`config.mk`:
```
export PLATFORM = sky130hd
export DESIGN_NAME = uart_rx_bit_sampler
export DESIGN_NICKNAME = d
export VERILOG_FILES = /design/src/rtl/uart_rx_bit_sampler.sv
export SDC_FILE = /design/constraint.sdc
export NUM_CORES = 1
export LEC_CHECK = 0
export ABC_AREA = 1
export CAP_MARGIN = 20
export CORE_MARGIN = 8
export CORE_UTILIZATION = 23
export DETAILED_ROUTE_END_ITERATION = 8
export SETUP_SLACK_MARGIN = 0.02
export SLEW_MARGIN = 25
export SYNTH_ARGS = -nofsm -noshare
export SYNTH_HDL_FRONTEND = slang
export SYNTH_SLANG_ARGS = --single-unit
```
`constraint.sdc`:
```
create_clock -name clk -period 2.8 [get_ports clk]
set_clock_uncertainty 0.1 [all_clocks]
set_input_delay 0.84 -clock clk [delete_from_list [all_inputs] [get_ports clk]]
set_output_delay 0.84 -clock clk [all_outputs]
set_load 0.02 [all_outputs]
```
`src/rtl/uart_rx_bit_sampler.sv`:
```
// UART receive front end: line synchroniser, start detect, 3-point majority bit sampling,
// frame tracking with parity/stop checks. Optional build macro: START_GLITCH_CHECK_EN.
//   state  | meaning
//   IDLE   | line idle, waiting for rx_s low
//   START  | inside start bit
//   DATA   | inside data bit bit_cnt, one deser_en per bit
//   PARITY | inside parity bit
//   STOP   | inside stop bit, leaves at its decision edge
module uart_rx_bit_sampler #(
    parameter int DATA_WIDTH = 8,
    parameter int PRESCALE_W = 6
) (
    input  logic                  clk,
    input  logic                  rst,
    input  logic                  rx_in,
    input  logic [PRESCALE_W-1:0] prescale,
    input  logic                  par_en,
    input  logic                  par_typ,
    output logic                  sampled_data,
    output logic                  deser_en,
    output logic                  par_err,
    output logic                  stp_err,
    output logic                  frame_done,
    output logic                  data_valid,
    output logic                  busy
);
    localparam int BIT_W = (DATA_WIDTH > 1) ? $clog2(DATA_WIDTH) : 1;
    localparam logic [PRESCALE_W-1:0] MIN_PRESCALE = PRESCALE_W'(8);
    localparam logic [BIT_W-1:0]      LAST_BIT     = BIT_W'(DATA_WIDTH - 1);

    typedef enum logic [2:0] {IDLE, START, DATA, PARITY, STOP} state_t;

    state_t                state_q, state_d;
    logic                  rx_meta, rx_s;
    logic [PRESCALE_W-1:0] edge_cnt, presc_q, mid;
    logic [BIT_W-1:0]      bit_cnt;
    logic                  par_en_q, par_typ_q, parity_acc;
    logic                  s0, s1, s2, maj;
    logic                  start_det, at_wrap, at_dec, last_bit, glitch_abort;

    always_ff @(posedge clk) begin
        if (rst) begin
            rx_meta <= 1'b1;
            rx_s    <= 1'b1;
        end else begin
            rx_meta <= rx_in;
            rx_s    <= rx_meta;
        end
    end

    assign mid       = presc_q >> 1;
    assign start_det = (state_q == IDLE) && !rx_s;
    assign at_wrap   = (edge_cnt == presc_q - PRESCALE_W'(1));
    assign at_dec    = (edge_cnt == mid + PRESCALE_W'(2));
    assign last_bit  = (bit_cnt == LAST_BIT);
    assign maj       = (s0 & s1) | (s0 & s2) | (s1 & s2);
    assign busy      = (state_q != IDLE);

`ifdef START_GLITCH_CHECK_EN
    assign glitch_abort = (state_q == START) && at_dec && maj;
`else
    assign glitch_abort = 1'b0;
`endif

    always_ff @(posedge clk) begin
        if (rst) state_q <= IDLE;
        else     state_q <= state_d;
    end

    always_comb begin
        state_d = state_q;
        case (state_q)
            IDLE:    if (!rx_s) state_d = START;
            START: begin
                if (glitch_abort) state_d = IDLE;
                else if (at_wrap) state_d = DATA;
            end
            DATA:    if (at_wrap && last_bit) state_d = par_en_q ? PARITY : STOP;
            PARITY:  if (at_wrap) state_d = STOP;
            STOP:    if (at_dec) state_d = IDLE;
            default: state_d = IDLE;
        endcase
    end

    // The start-detect cycle counts as edge 0 of the start bit.
    always_ff @(posedge clk) begin
        if (rst) begin
            edge_cnt <= '0;
            bit_cnt  <= '0;
        end else if (start_det) begin
            edge_cnt <= PRESCALE_W'(1);
            bit_cnt  <= '0;
        end else if (state_q == IDLE || state_d == IDLE || at_wrap) begin
            edge_cnt <= '0;
            if (state_q == DATA && at_wrap && !last_bit) bit_cnt <= bit_cnt + BIT_W'(1);
            else if (state_q != DATA || state_d != DATA) bit_cnt <= '0;
        end else begin
            edge_cnt <= edge_cnt + PRESCALE_W'(1);
        end
    end

    always_ff @(posedge clk) begin
        if (rst) begin
            presc_q      <= MIN_PRESCALE;
            par_en_q     <= 1'b0;
            par_typ_q    <= 1'b0;
            parity_acc   <= 1'b0;
            s0           <= 1'b1;
            s1           <= 1'b1;
            s2           <= 1'b1;
            sampled_data <= 1'b1;
            deser_en     <= 1'b0;
            par_err      <= 1'b0;
            stp_err      <= 1'b0;
            frame_done   <= 1'b0;
            data_valid   <= 1'b0;
        end else begin
            deser_en   <= 1'b0;
            frame_done <= 1'b0;
            data_valid <= 1'b0;
            if (start_det) begin
                presc_q    <= (prescale < MIN_PRESCALE) ? MIN_PRESCALE : prescale;
                par_en_q   <= par_en;
                par_typ_q  <= par_typ;
                parity_acc <= 1'b0;
                par_err    <= 1'b0;
                stp_err    <= 1'b0;
            end
            if (state_q != IDLE) begin
                if (edge_cnt == mid - PRESCALE_W'(1)) s0 <= rx_s;
                if (edge_cnt == mid)                  s1 <= rx_s;
                if (edge_cnt == mid + PRESCALE_W'(1)) s2 <= rx_s;
                if (at_dec) begin
                    sampled_data <= maj;
                    case (state_q)
                        DATA: begin
                            deser_en   <= 1'b1;
                            parity_acc <= parity_acc ^ maj;
                        end
                        PARITY: par_err <= maj ^ parity_acc ^ par_typ_q;
                        STOP: begin
                            stp_err    <= !maj;
                            frame_done <= 1'b1;
                            data_valid <= !par_err && maj;
                        end
                        default: ;
                    endcase
                end
            end
        end
    end
endmodule
```
==> impl_metrics.env, run 1 <==
export IMPL_power_density_nw_per_um2=394
export IMPL_hold_class="flip-flop to flip-flop"
export IMPL_synth_top_cell_area_share_pct=32.7
export IMPL_vias=1819
export IMPL_synth_ff_type="dfxtp_1"
export IMPL_finalInstanceArea_sq_um=2340
export IMPL_max_freq_mhz=395
export IMPL_critPathKind="flip-flop to output pin"
export IMPL_syn_to_final_growth_pct=19.2
export IMPL_critPathCaptureType="output pin"
export IMPL_outcome="completed"
export IMPL_worst_slew_pin_slew_ns=0.383
export IMPL_postCtsSetupBuffers=0
export IMPL_antenna_found_initial=0
export IMPL_ys_ff_latch=32
export IMPL_syn_nets=303
export IMPL_die_area_sq_um=11700
export IMPL_track_usage_pct=8.42
export IMPL_drcViolationCount=0
export IMPL_regArea_sq_um=641
export IMPL_netlist_instances=282
export IMPL_placed_area_sq_um=2250
export IMPL_numCtsBuffers=5
export IMPL_gp_congestion=0.886
export IMPL_cts_max_path_buffers=2
export IMPL_p_seq_share_pct=50.9
export IMPL_h_tree_depth=2
export IMPL_firstDrtPassIters=4
export IMPL_ir_drop_mv=0.248
export IMPL_p_clk_share_pct=39.2
export IMPL_cp_start_kind="flip-flop"
export IMPL_core_area_sq_um=8260
export IMPL_nets=325
export IMPL_relSlewSlack_pct=74.4
export IMPL_synth_edf_count=0
export IMPL_slew_violations=0
export IMPL_fin_tns_setup_ns=0
export IMPL_yosysTopAreaCell="dfxtp_1"
export IMPL_drive_gt1_share_pct=10.8
export IMPL_cts_hold_buf=0
export IMPL_rsz0062_at_grt="false"
export IMPL_grt_max_degree=16
export IMPL_root_buffer="clkbuf_8"
export IMPL_io_pins=18
export IMPL_clock_sinks=32
export IMPL_initial_utilization_pct=23.7
export IMPL_num_rows=33
export IMPL_cts_resized=0
export IMPL_dp_slack_ns=0.387
export IMPL_dp_cells=402
export IMPL_nFillCells=902
export IMPL_grt_pass1_vias=1721
export IMPL_p_leak_uw=0.000987
export IMPL_syn_area_sq_um=1960
export IMPL_die_h_um=108
export IMPL_wl_per_cell_um=11.5
export IMPL_grt_pass1_wl_um=8020
export IMPL_synth_cell_types=32
export IMPL_clk_pin_slew_worst_paths_ns=0.07
export IMPL_p_sw_share_pct=26.9
export IMPL_hold_viol_final=0
export IMPL_drv_cap=0
export IMPL_via_per_inst=4.44
export IMPL_cts_tree="done"
export IMPL_multi_input_area_sq_um=1130
export IMPL_antenna_left=0
export IMPL_final_cells=410
export IMPL_intPower_uw=672
export IMPL_synth_avg_cell_area_sq_um=6.95
export IMPL_synth_area_leaders="dfxtp_1, nand2_1, ha_1"
export IMPL_p_sw_uw=248
export IMPL_async_reset_ff_share_pct=0
export IMPL_setup_violations=0
export IMPL_period_needed_ns=2.53
export IMPL_crit_fanout=5
export IMPL_finalCritPeriodShare_pct=90.4
export IMPL_clkLatencyLatePin_ns=0.29
export IMPL_fp_dieW_um=108
export IMPL_dp_hpwl_um=3760
export IMPL_numPortBuffers=17
export IMPL_worstPathRequired_ns=1.86
export IMPL_setup_ws_ns=0.270
export IMPL_antenna_cells_inserted=0
export IMPL_cp_arrival_ns=1.59
export IMPL_power_uw=920
export IMPL_drt_total_wl_um=4720
export IMPL_synth_warnings=0
export IMPL_drt_initial_drc_count=76
export IMPL_overflow=0
export IMPL_synth_seq_area_share_pct=32.7
export IMPL_power_share_combinational_pct=10.0
routing by layer:
layer	routed length (um)	global-route usage (%)
met5	0	0
met4	85	3.23
met3	162	2.14
met2	2210	13.7
met1	2260	10.4
Yosys cell counts (3+ instances only):
| cell type | count |
|---|---|
| nand2_2 | 6 |
| dfxtp_1 | 32 |
| o21ai_0 | 8 |
| o21ai_1 | 3 |
| nor2_1 | 19 |
| nand3_1 | 18 |
| inv_1 | 33 |
| inv_2 | 6 |
| xor2_1 | 13 |
| ha_1 | 10 |
| a21oi_1 | 17 |
| o22ai_1 | 3 |
| nand2_1 | 74 |
| nor3_1 | 7 |
| xnor2_1 | 7 |
| nand3_2 | 4 |
worst paths after layout:
check	startpoint	endpoint	slack, ns	depth (start not counted)
min reg2reg	rx_meta	rx_s	0.32	1
min	rx_meta	rx_s	0.32	1
max	state_q[2]	busy	0.27	3
max reg2reg	presc_q[1]	edge_cnt[2]	0.36	15
metrics by stage:
stage	hold slack [ns]	utilization [%]
6_report	0.316	28.3
3_5_place_dp	0.303	27.2
4_1_cts	0.322	28.3
3_3_place_gp	0.301	27.2
2_1_floorplan	0.289	-
5_1_grt	0.347	28.3
kinds of logic (layout without fill, tap and decap cells):
logic type | count (synthesis) | after routing | share of synthesized area, %
flops | 32 | 32 | 32.7
buf+inv | 45 | 68 | 9.44
fa+ha+maj | 10 | 10 | 6.38
compound gates | 36 | 36 | 10.1
xor+xnor | 20 | 20 | 8.93
simple gates | 139 | 139 | 32.5
power by group through the flow:
stage / Combinational [uW] / Sequential (uW) / Clock [uW]
2_1_floorplan: 60.4 / 475 / 0
3_3_place_gp: 91.0 / 478 / 0
3_5_place_dp: 91.9 / 478 / 0
4_1_cts: 92.3 / 468 / 374
5_1_grt: 103 / 469 / 389
6_report: 91.7 / 468 / 360
layout by cell type, fill, tap and decap left out, types with 3 or more instances in the layout:
cell / netlist / routed
dfxtp_1: 32 / 32
ha_1: 10 / 10
clkdlybuf4s50_1: 0 / 17
xnor2_1: 7 / 7
nand2_2: 6 / 6
nand3_2: 4 / 4
nand3_1: 18 / 18
clkbuf_8: 0 / 5
nor2_1: 19 / 19
inv_2: 6 / 6
nand2_1: 74 / 74
o21ai_0: 8 / 8
inv_1: 33 / 33
buf_4: 2 / 3
nor3_1: 7 / 7
o21ai_1: 3 / 3
xor2_1: 13 / 13
a21oi_1: 17 / 17
o22ai_1: 3 / 3
final cells by class:
type                       instances  share of cell area (%)
multi-input combinational        205                    48.6
sequential                        32                    27.4
timing repair buffer              20                    8.24
inverter                          40                    6.42
tap                              105                    5.62
clock buffer                       5                    2.94
clock inverter                     3                   0.803
sequential cells by signal (all words and copies together), names as in the netlist:
signal        count
frame_done        1
deser_en          1
state_q           3
par_err           1
s0                1
s1                1
s2                1
rx_meta           1
data_valid        1
sampled_data      1
presc_q           6
par_en_q          1
edge_cnt          6
rx_s              1
stp_err           1
parity_acc        1
par_typ_q         1
bit_cnt           3
critical path: stages, from the launching register on:
cell,delay (ns)
dfxtp_1,0.39
inv_1,0.05
nand2_1,0.20
clkdlybuf4s50_1,0.66
Power figures use the tool's default switching activity.
==> run 2, diff against run 1 <==
- HOLD_SLACK_MARGIN: not set -> 0.06
==> results of run 2 <==
Final layout, timing and power as in run 1 (identical DEF).
